File: src/rtl/addsub8_seq.sv
// addsub8_seq: 8-bit add/subtract built from a single 2-bit adder slice
// reused over four cycles; result, carry and overflow are registered at the end.
module addsub8_seq (
    input  logic       clk,
    input  logic       rst,
    input  logic       start,
    input  logic [7:0] a,
    input  logic [7:0] b,
    input  logic       k,
    output logic       busy,
    output logic       done,
    output logic [7:0] sum,
    output logic       c_out,
    output logic       ovf,
    output logic [1:0] slice
);
    localparam int DATA_W = 8;

    typedef enum logic [1:0] {
        IDLE = 2'd0,
        RUN  = 2'd1,
        DONE = 2'd2
    } state_t;

    state_t            state;
    state_t            state_nxt;
    logic [DATA_W-1:0] op_a;
    logic [DATA_W-1:0] op_b;
    logic [DATA_W-1:0] work;
    logic [DATA_W-1:0] work_nxt;
    logic              carry;
    logic [1:0]        idx;
    logic [2:0]        slice_res;
    logic              accept;
    logic              last;

    // The only adder in the block: two bits plus carry-in, carry-out in bit 2.
    function automatic logic [2:0] add2(input logic [1:0] x, input logic [1:0] y,
                                        input logic ci);
        return {1'b0, x} + {1'b0, y} + {2'b00, ci};
    endfunction

    assign slice_res = add2(op_a[{idx, 1'b0} +: 2], op_b[{idx, 1'b0} +: 2], carry);
    assign accept    = (state == IDLE) && start;
    assign last      = (state == RUN) && (idx == 2'd3);

    always_comb begin
        work_nxt                    = work;
        work_nxt[{idx, 1'b0} +: 2]  = slice_res[1:0];
    end

    always_comb begin
        state_nxt = state;
        case (state)
            IDLE:    if (start) state_nxt = RUN;
            RUN:     if (idx == 2'd3) state_nxt = DONE;
            DONE:    state_nxt = IDLE;
            default: state_nxt = IDLE;
        endcase
    end

    always_ff @(posedge clk or posedge rst) begin
        if (rst) state <= IDLE;
        else     state <= state_nxt;
    end

    // Subtraction is A + ~B + 1: operand B is inverted at latch time and k seeds the carry.
    always_ff @(posedge clk or posedge rst) begin
        if (rst) begin
            op_a  <= '0;
            op_b  <= '0;
            work  <= '0;
            carry <= 1'b0;
            idx   <= 2'd0;
            sum   <= '0;
            c_out <= 1'b0;
            ovf   <= 1'b0;
        end else if (accept) begin
            op_a  <= a;
            op_b  <= b ^ {DATA_W{k}};
            work  <= '0;
            carry <= k;
            idx   <= 2'd0;
        end else if (state == RUN) begin
            work  <= work_nxt;
            carry <= slice_res[2];
            idx   <= idx + 2'd1;
            if (last) begin
                sum   <= work_nxt;
                c_out <= slice_res[2];
                ovf   <= (op_a[DATA_W-1] == op_b[DATA_W-1]) &&
                         (work_nxt[DATA_W-1] != op_a[DATA_W-1]);
            end
        end
    end

    assign busy  = (state == RUN);
    assign done  = (state == DONE);
    assign slice = busy ? idx : 2'd0;
endmodule

File: config.mk
export PLATFORM = sky130hd
export DESIGN_NAME = addsub8_seq
export DESIGN_NICKNAME = d
export VERILOG_FILES = /design/src/rtl/addsub8_seq.sv
export SDC_FILE = /design/constraint.sdc
export NUM_CORES = 1
export LEC_CHECK = 0
export CAP_MARGIN = 25
export CORE_UTILIZATION = 52
export DETAILED_ROUTE_END_ITERATION = 6
export PLACE_DENSITY = 0.91
export SLEW_MARGIN = 20
export SYNTH_ARGS = -nofsm -noshare
export SYNTH_HDL_FRONTEND = slang
export SYNTH_SLANG_ARGS = --single-unit
File: constraint.sdc
create_clock -name clk -period 3.1 [get_ports clk]
set_input_delay 0.465 -clock clk [delete_from_list [all_inputs] [get_ports clk]]
set_output_delay 0.465 -clock clk [all_outputs]
set_load 0.03 [all_outputs]
==> results of run 1 <==
-- metal layers --
| metal | vias up | routed length [um] | global-route usage (%) |
|---|---|---|---|
| li1 | 652 | - | - |
| met1 | 631 | 1545 | 26.45 |
| met2 | 40 | 1658 | 32.39 |
| met3 | 9 | 182 | 6.752 |
| met4 | 0 | 65 | 9.012 |
| met5 | - | 0 | 0 |
-- stage by stage --
stage / std cells / util [%]
global route: 250 / 68.92
finish: 250 / 68.92
global placement: 242 / 66.34
detailed placement: 242 / 66.34
floorplan: 169 / -
CTS: 250 / 68.92
-- synthesized netlist by cell type, types with 3 or more instances --
cell type	instances
nor2b_1	10
dfrtp_1	39
nor2_1	10
a31oi_1	6
mux2_2	9
xnor2_1	8
buf_4	3
mux4_2	4
ha_1	6
nand2_1	20
o22ai_1	8
o21ai_0	9
a21oi_1	9
inv_1	3
-- state kept, by name (all words and copies together) (netlist names) --
signal	flops
op_a	8
op_b	8
sum	8
work	8
idx	2
state	2
c_out	1
carry	1
ovf	1
-- worst max-delay path by stage --
stage	end	depth (start not counted)
4_1_cts	ovf$_DFFE_PP0P_	7
3_5_place_dp	ovf$_DFFE_PP0P_	7
6_report	ovf$_DFFE_PP0P_	7
2_1_floorplan	ovf$_DFFE_PP0P_	8
5_1_grt	ovf$_DFFE_PP0P_	7
3_3_place_gp	ovf$_DFFE_PP0P_	7
-- worst max-delay path, cell delays in order, from the launching register on --
cell	delay, ps
dfrtp_1	490
mux4_2	560
fa_1	420
fa_1	510
nor2b_2	230
a31oi_2	150
or3_1	340
a2bb2oi_2	120
-- cell families (layout without fill, tap and decap cells) --
group / Yosys count / in the layout
AO/OA/AOI/OAI: 39 / 39
XOR/XNOR: 8 / 8
adder cells (fa/ha/maj): 8 / 8
buffers and inverters: 14 / 49
flip-flops: 39 / 39
multiplexers: 13 / 13
AND/OR/NAND/NOR: 48 / 48
-- power by group through the flow --
| stage | registers, mW | clock network (mW) | logic [mW] |
|---|---|---|---|
| 5_1_grt | 0.942 | 0.374 | 1.46 |
| 3_5_place_dp | 0.914 | 0 | 1.33 |
| 3_3_place_gp | 0.902 | 0 | 1.29 |
| 2_1_floorplan | 0.952 | 0 | 0.926 |
| 4_1_cts | 0.908 | 0.350 | 1.34 |
| 6_report | 0.906 | 0.344 | 1.32 |
-- cells in the final DEF, fill, tap and decap left out --
cell type        count
a21oi_1              9
a22oi_1              1
a2bb2oi_2            1
a31oi_1              6
a31oi_2              1
a41oi_1              2
and2b_1              1
buf_4                3
clkbuf_8             5
clkdlybuf4s50_1     33
clkinv_2             1
clkinvlp_4           2
dfrtp_1             39
fa_1                 2
ha_1                 6
inv_1                3
inv_2                2
mux2_2               9
mux4_2               4
nand2_1             20
nand2_4              1
nand2b_4             1
nor2_1              10
nor2b_1             10
nor2b_2              1
nor2b_4              1
nor3b_1              1
nor3b_2              1
o21ai_0              9
o21bai_1             1
o22ai_1              8
o31ai_1              1
or3_1                1
xnor2_1              8
-- final cells by class --
class | count | area, sq um | area share [%]
inverter | 5 | 18.77 | 0.7911
clock buffer | 5 | 68.82 | 2.901
multi-input combinational | 116 | 878.3 | 37.03
sequential | 39 | 975.9 | 41.14
clock inverter | 3 | 20.02 | 0.8439
timing repair buffer | 36 | 352.8 | 14.87
tap | 46 | 57.56 | 2.426
==> results.cfg, run 1 <==
[sta]
hold_viol_final = 0
slew_violations = 0
slew-limit-headroom_pct = 67.58
fmax_mhz = 345.5
whs_ps = 477.1
finalWorstPathRequiredPeriod_ps = 2895
period_share_pct = 93.37
tns_ps = 0
setup_slack_ps = 205.5
fin_skew_ps = 6.504
setup_viol = 0
grt_setup_unrepaired = no
max_slew.worst_pin.slew_ps = 486.3

[route]
wl_mm = 3.452
drt-initial-drc-count = 41
drtPass1Iterations = 4
wl_per_cell_um = 13.81
drt.antenna.violating_nets = 0
vias_per_cell = 5.328
num_vias = 1332
drc = 0

[final_layout]
design_area_sq_um = 2372
drive_gt1_share_pct = 16.18
fin_nets = 231
diodes = 0
num-fill-cells = 263
syn_to_final_growth_pct = 22.88

[floorplan]
fp-row-count = 21
die_y_um = 62.93
fp.dieW_um = 62.93
start_util_pct = 56.09
dieArea_sq_um = 3960
ios = 34
core_sq_um = 3442

[clock_network]
cts_made_buffers = 5
insertion_delay_ps = 300
cts-htree-levels = 2
cts.sinks = 39
root_buffer = clkbuf_8
clock_path_buffers = 2
cts_tree = built
cts_hold_buf = 0
postCtsSetupBuffers = 0
cts_resized = 0
cts.reportedPaths.clkPinSlew_ps = 80

[min_path]
hp-class = reg -> reg
holdPathStages = 2
hold_end = sum[2]$_DFFE_PP0P_
min_from = sum[2]$_DFFE_PP0P_

[critical_path]
startpoint_type = register
cp.arrival_ps = 3130
end_kind = register
path_class = reg -> reg
critPathMaxFanout = 5
r2r-end = ovf$_DFFE_PP0P_
reg2regPathDepth = 7
required_ps = 3330
critPathLaunch = idx[0]$_DFFE_PP0P_
reg2reg_slack_ps = 210
r2r_start = idx[0]$_DFFE_PP0P_

[logic_synthesis]
synth_ff_type = dfrtp_1
ys_seq_elements = 39
yosys.area.top_type = dfrtp_1
synth-simple-area-share_pct = 13.03
syn_avg_cell_area_sq_um = 11.42
synthAdderAreaFrac_pct = 5.962
ys_seq_area_share_pct = 50.55
ys.warnings.count = 0
synth_compound_area_share_pct = 12.70
synth.area.top_cells = dfrtp_1 (51%), mux2_2 (5.2%), mux4_2 (4.7%), ha_1 (3.9%), nand2_1 (3.9%)
syn_nets = 197
synth_mux_area_share_pct = 9.916
synth_xor_area_share_pct = 3.629
synth_area_sq_um = 1931
synth_cell_types = 32
yosys.area.top_type_share_pct = 50.55
syn_inst = 169
synth_edf_count = 0
synth_top_family_by_area = simple AND/OR/NAND/NOR gates
ys_async_sr_fraction_pct = 100.0

[grt]
grt_overflow = 0
grt_first_pass_wirelength_mm = 6.223
grt_max_degree = 40
grt_pass1_vias = 1348
grt_usage_pct = 20.82
antenna_found_initial = 0

[power]
switching_share_pct = 41.57
power_frac_seq_pct = 35.2
power.ir.vdd_worst_mv = 0.6934
pwr-share-clk_pct = 13.4
p_leak_nw = 0.9830
power_switching_mw = 1.070
pwr-share-comb_pct = 51.5
power_mw = 2.574
p_int_mw = 1.504
powerDensity_nw_per_um2 = 1085

[placement]
place_area_sq_um = 2283
dp_hpwl_mm = 2.429
dpl_worst_slack_ps = 205.8
routabilityCongestion = 0.7665
numPortBuffers = 33

[run_status]
status = finished, final reports clean

[flow_run]
timing.max_cap.violations = 0
(Power assumes the default switching activity.)
==> run 2: changes to the inputs <==
--- a/config.mk
+++ b/config.mk
@@ -9,6 +9,7 @@
 export CORE_UTILIZATION = 52
 export DETAILED_ROUTE_END_ITERATION = 6
 export PLACE_DENSITY = 0.91
+export REMOVE_ABC_BUFFERS = 1
 export SLEW_MARGIN = 20
 export SYNTH_ARGS = -nofsm -noshare
 export SYNTH_HDL_FRONTEND = slang
==> results.cfg, run 2 (same netlist as run 1, synthesis figures left out) <==
[run_status]
status = finished, final reports clean

[sta]
setup_slack_ps = 195.3
period_share_pct = 93.70
slew_violations = 0
max_slew.worst_pin.slew_ps = 488.4
hold_viol_final = 0
fin_skew_ps = 5.205
finalWorstPathRequiredPeriod_ps = 2905
tns_ps = 0
slew-limit-headroom_pct = 67.34
fmax_mhz = 344.3
grt_setup_unrepaired = no
setup_viol = 0

[placement]
place_area_sq_um = 2283
dpl_worst_slack_ps = 199.2
dp_hpwl_mm = 2.338
numPortBuffers = 33
routabilityCongestion = 0.7834

[final_layout]
drive_gt1_share_pct = 14.85
fin_nets = 231
final_cell_mix = dfrtp_1 (39), clkdlybuf4s50_1 (33), nand2_1 (20)
diodes = 0
final_common_cell = dfrtp_1
design_area_sq_um = 2356
syn_to_final_growth_pct = 22.03
num-fill-cells = 268

[grt]
grt_overflow = 0
grt_pass1_vias = 1263
grt_max_degree = 40
antenna_found_initial = 0
grt_first_pass_wirelength_mm = 5.644
grt_usage_pct = 18.85

[clock_network]
cts_resized = 0
cts_tree = built
cts_made_buffers = 5
cts-htree-levels = 2
insertion_delay_ps = 290
cts_hold_buf = 0
cts.reportedPaths.clkPinSlew_ps = 70
clock_path_buffers = 2
postCtsSetupBuffers = 0
cts.sinks = 39
root_buffer = clkbuf_8

[min_path]
hp-class = reg -> reg

[route]
vias_per_cell = 5.395
wl_mm = 3.261
drtPass1Iterations = 4
drt-initial-drc-count = 53
num_vias = 1338
drt.antenna.violating_nets = 0
wl_per_cell_um = 13.15
drc = 0

[floorplan]
die_y_um = 62.93
ios = 34
start_util_pct = 56.09
fp.dieW_um = 62.93
dieArea_sq_um = 3960
core_sq_um = 3442
fp-row-count = 21

[power]
powerDensity_nw_per_um2 = 1070
power_mw = 2.521
p_leak_nw = 0.9800
power.ir.vdd_worst_mv = 0.4950

[critical_path]
path_cells = mux4_2 > fa_1 > fa_1 > nor2b_2 > a31oi_2 > or3_1 > a2bb2oi_2
end_kind = register
slowest_stage = mux4_2
required_ps = 3320
critPathMaxStageDelay_ps = 560
critPathMaxFanout = 6
cp.arrival_ps = 3130
cpMostUsedCell = fa_1
path_class = reg -> reg
startpoint_type = register

[flow_run]
timing.max_cap.violations = 0
-- run 2: changes by cell type in the layout (fill, tap and decap cells not counted) --
cell / change
clkinv_2: -1
clkbuf_1: +1
clkinvlp_4: -2
-- run 2: layer usage --
layer / track usage (%) / up-vias / part of all wire (%)
met2: 30.38 / 30 / 51
met1: 22.99 / 651 / 43
met5: 0 / - / 0
li1: - / 651 / -
met4: 7.558 / 0 / 2.0
met3: 6.569 / 6 / 3.9
-- run 2: path summary, 6_finish.rpt --
path,start,end,slack [ps],cells after the start
min reg2reg,sum[4]$_DFFE_PP0P_,sum[4]$_DFFE_PP0P_,480,2
min,sum[4]$_DFFE_PP0P_,sum[4]$_DFFE_PP0P_,480,2
max in group asynchronous,rst,sum[1]$_DFFE_PP0P_,2190,3
max,idx[0]$_DFFE_PP0P_,ovf$_DFFE_PP0P_,200,7
max reg2reg,idx[0]$_DFFE_PP0P_,ovf$_DFFE_PP0P_,200,7
min in group asynchronous,rst,ovf$_DFFE_PP0P_,590,3
-- run 2: report_power, final --
part	switching (mW)	total (mW)	internal, mW	leakage (nW)
registers	0.159	0.898	0.739	0.487
clock network	0.150	0.299	0.149	0.0371
logic	0.713	1.32	0.610	0.456
total	1.02	2.52	1.50	0.980
-- run 2: final cells by class --
cell class / instances / area [sq um] / share of cell area, %
clock buffers: 6 / 72.57 / 3.080
well taps: 46 / 57.56 / 2.443
multi-input cells: 116 / 878.3 / 37.28
inverters: 5 / 18.77 / 0.7966
flip-flops and latches: 39 / 975.9 / 41.42
repair buffers: 36 / 352.8 / 14.98
-- run 2: worst max-delay path, delay by kind of cell, from the launching register on --
family / cells / cell delay (ps)
muxes: 1 / 560
and+or+nand+nor: 2 / 570
DFF: 1 / 490
adders and majority gates: 2 / 950
AOI/OAI and AO/OA: 2 / 270
-- run 2: stage by stage --
stage	instances	hold WS, ps	utilization [%]
floorplan	160	475.2	-
global placement	242	459.7	66.34
detailed placement	242	470.2	66.34
CTS	248	485.8	68.45
global route	248	512.8	68.45
finish	248	477.8	68.45
==> run 3: changes to the inputs <==
--- a/config.mk
+++ b/config.mk
@@ -6,11 +6,11 @@
 export NUM_CORES = 1
 export LEC_CHECK = 0
 export CAP_MARGIN = 25
-export CORE_UTILIZATION = 52
+export CORE_UTILIZATION = 56
 export DETAILED_ROUTE_END_ITERATION = 6
-export PLACE_DENSITY = 0.91
+export PLACE_DENSITY = 0.95
 export REMOVE_ABC_BUFFERS = 1
-export SLEW_MARGIN = 20
+export SLEW_MARGIN = 15
 export SYNTH_ARGS = -nofsm -noshare
 export SYNTH_HDL_FRONTEND = slang
 export SYNTH_SLANG_ARGS = --single-unit
==> constraint.sdc (replaced) <==
create_clock -name clk -period 3.7 [get_ports clk]
set_input_delay 0.555 -clock clk [delete_from_list [all_inputs] [get_ports clk]]
set_output_delay 0.555 -clock clk [all_outputs]
set_load 0.03 [all_outputs]
==> results.cfg, run 3 (same netlist as run 1, synthesis figures left out) <==
[critical_path]
startpoint_type = register
path_buf_inv = 0
critPathMaxFanout = 14
cpMostUsedCell = fa_1
critPathMaxStageDelay_ps = 730
cpLargestDelayFamily = adder cells
slowest_stage = dfrtp_1
cp.arrival_ps = 3430
end_kind = register
required_ps = 3990
path_cells = mux4_2 > fa_1 > fa_1 > nor2b_2 > a31oi_2 > or3_1 > a2bb2oi_2
path_class = reg -> reg

[sta]
fmax_mhz = 318.1
slew-limit-headroom_pct = 61.29
tns_ps = 0
slew_violations = 0
setup_viol = 0
finalWorstPathRequiredPeriod_ps = 3143
max_slew.worst_pin.slew_ps = 580.7
hold_viol_final = 0
period_share_pct = 84.95
grt_setup_unrepaired = no
fin_skew_ps = 12.35

[floorplan]
die_y_um = 60.72
core_sq_um = 3153
ios = 34
dieArea_sq_um = 3686
start_util_pct = 61.23
fp-row-count = 20
fp.dieW_um = 60.72

[power]
power.ir.vdd_worst_mv = 0.4927
p_leak_nw = 0.9720
power_mw = 2.094
powerDensity_nw_per_um2 = 898.9

[min_path]
hp-class = reg -> reg

[final_layout]
final_common_cell = dfrtp_1
diodes = 0
final_cell_mix = dfrtp_1 (39), clkdlybuf4s50_1 (33), nand2_1 (20)
num-fill-cells = 220
final_cells = 246
syn_to_final_growth_pct = 20.67
fin_nets = 230
drive_gt1_share_pct = 15.35

[clock_network]
insertion_delay_ps = 350
cts_resized = 0
cts_tree = built
cts_made_buffers = 5
postCtsSetupBuffers = 0
root_buffer = clkbuf_4
cts.sinks = 39
clock_path_buffers = 2
cts_hold_buf = 0
cts.reportedPaths.clkPinSlew_ps = 110
cts-htree-levels = 2

[placement]
numPortBuffers = 33
routabilityCongestion = 0.8055
dp_cells = 239
dp_hpwl_mm = 2.591

[grt]
grt_first_pass_wirelength_mm = 6.065
grt_usage_pct = 23.37
grt_overflow = 0
antenna_found_initial = 0
grt_pass1_vias = 1359
grt_max_degree = 40

[route]
wl_per_cell_um = 14.61
drc = 0
drt.antenna.violating_nets = 0
num_vias = 1375
drtPass1Iterations = 4
vias_per_cell = 5.589
wl_mm = 3.594
drt-initial-drc-count = 52

[run_status]
status = finished, final reports clean

[flow_run]
timing.max_cap.violations = 0
-- run 3: changes by cell type in the layout (fill, tap and decap cells not counted) --
| cell | previous run | this run |
|---|---|---|
| clkbuf_4 | 0 | 5 |
| clkbuf_1 | 1 | 0 |
| clkinv_2 | 0 | 1 |
| buf_4 | 3 | 2 |
| clkbuf_8 | 5 | 1 |
-- run 3: worst min-delay path: stages (launching register included) --
cell and delay (ps):
dfrtp_1 360, nand2_1 50, o21ai_0 60
-- run 3: worst paths after layout --
kind                                        to  depth (start not counted)                from  slack [ps]
min in group asynchronous  work[7]$_DFFE_PP0P_                          3                 rst         600
max in group asynchronous   sum[5]$_DFFE_PP0P_                          3                 rst        2750
min                         sum[5]$_DFFE_PP0P_                          2  sum[5]$_DFFE_PP0P_         490
max reg2reg                    ovf$_DFFE_PP0P_                          7  idx[0]$_DFFE_PP0P_         560
max                            ovf$_DFFE_PP0P_                          7  idx[0]$_DFFE_PP0P_         560
min reg2reg                 sum[5]$_DFFE_PP0P_                          2  sum[5]$_DFFE_PP0P_         490
-- run 3: cell type report --
type	instances	area, sq um	share of cell area, %
inverters	5	18.77	0.8056
clock buffers	6	51.30	2.202
clock inverters	1	5.005	0.2148
multi-input cells	116	878.3	37.70
flip-flops and latches	39	975.9	41.89
repair buffers	35	345.3	14.82
well taps	44	55.05	2.363
-- run 3: report_power, final --
group	leakage (nW)	switching (mW)	total, mW	internal [mW]
registers	0.487	0.151	0.768	0.617
logic	0.451	0.600	1.11	0.506
clock network	0.0341	0.133	0.221	0.0880
total	0.972	0.883	2.09	1.21
-- run 3: per-layer routing --
metal | global-route usage (%) | share of wire, % | routed length, um
met1 | 29.02 | 44 | 1592
met2 | 38.46 | 50 | 1780
met3 | 7.036 | 4.7 | 168
met4 | 9.416 | 1.4 | 52
met5 | 0 | 0 | 0
-- run 3: per-stage QoR --
step           area [sq um]  hold slack, ps  util, %  worst slack [ps]
2_1_floorplan          1868           475.2        -             427.5
3_3_place_gp           2273           459.7    72.10             692.6
3_5_place_dp           2273           471.0    72.10             607.8
4_1_cts                2330           493.3    73.89             561.9
5_1_grt                2330           528.7    73.89             389.5
6_report               2330           488.4    73.89             556.7
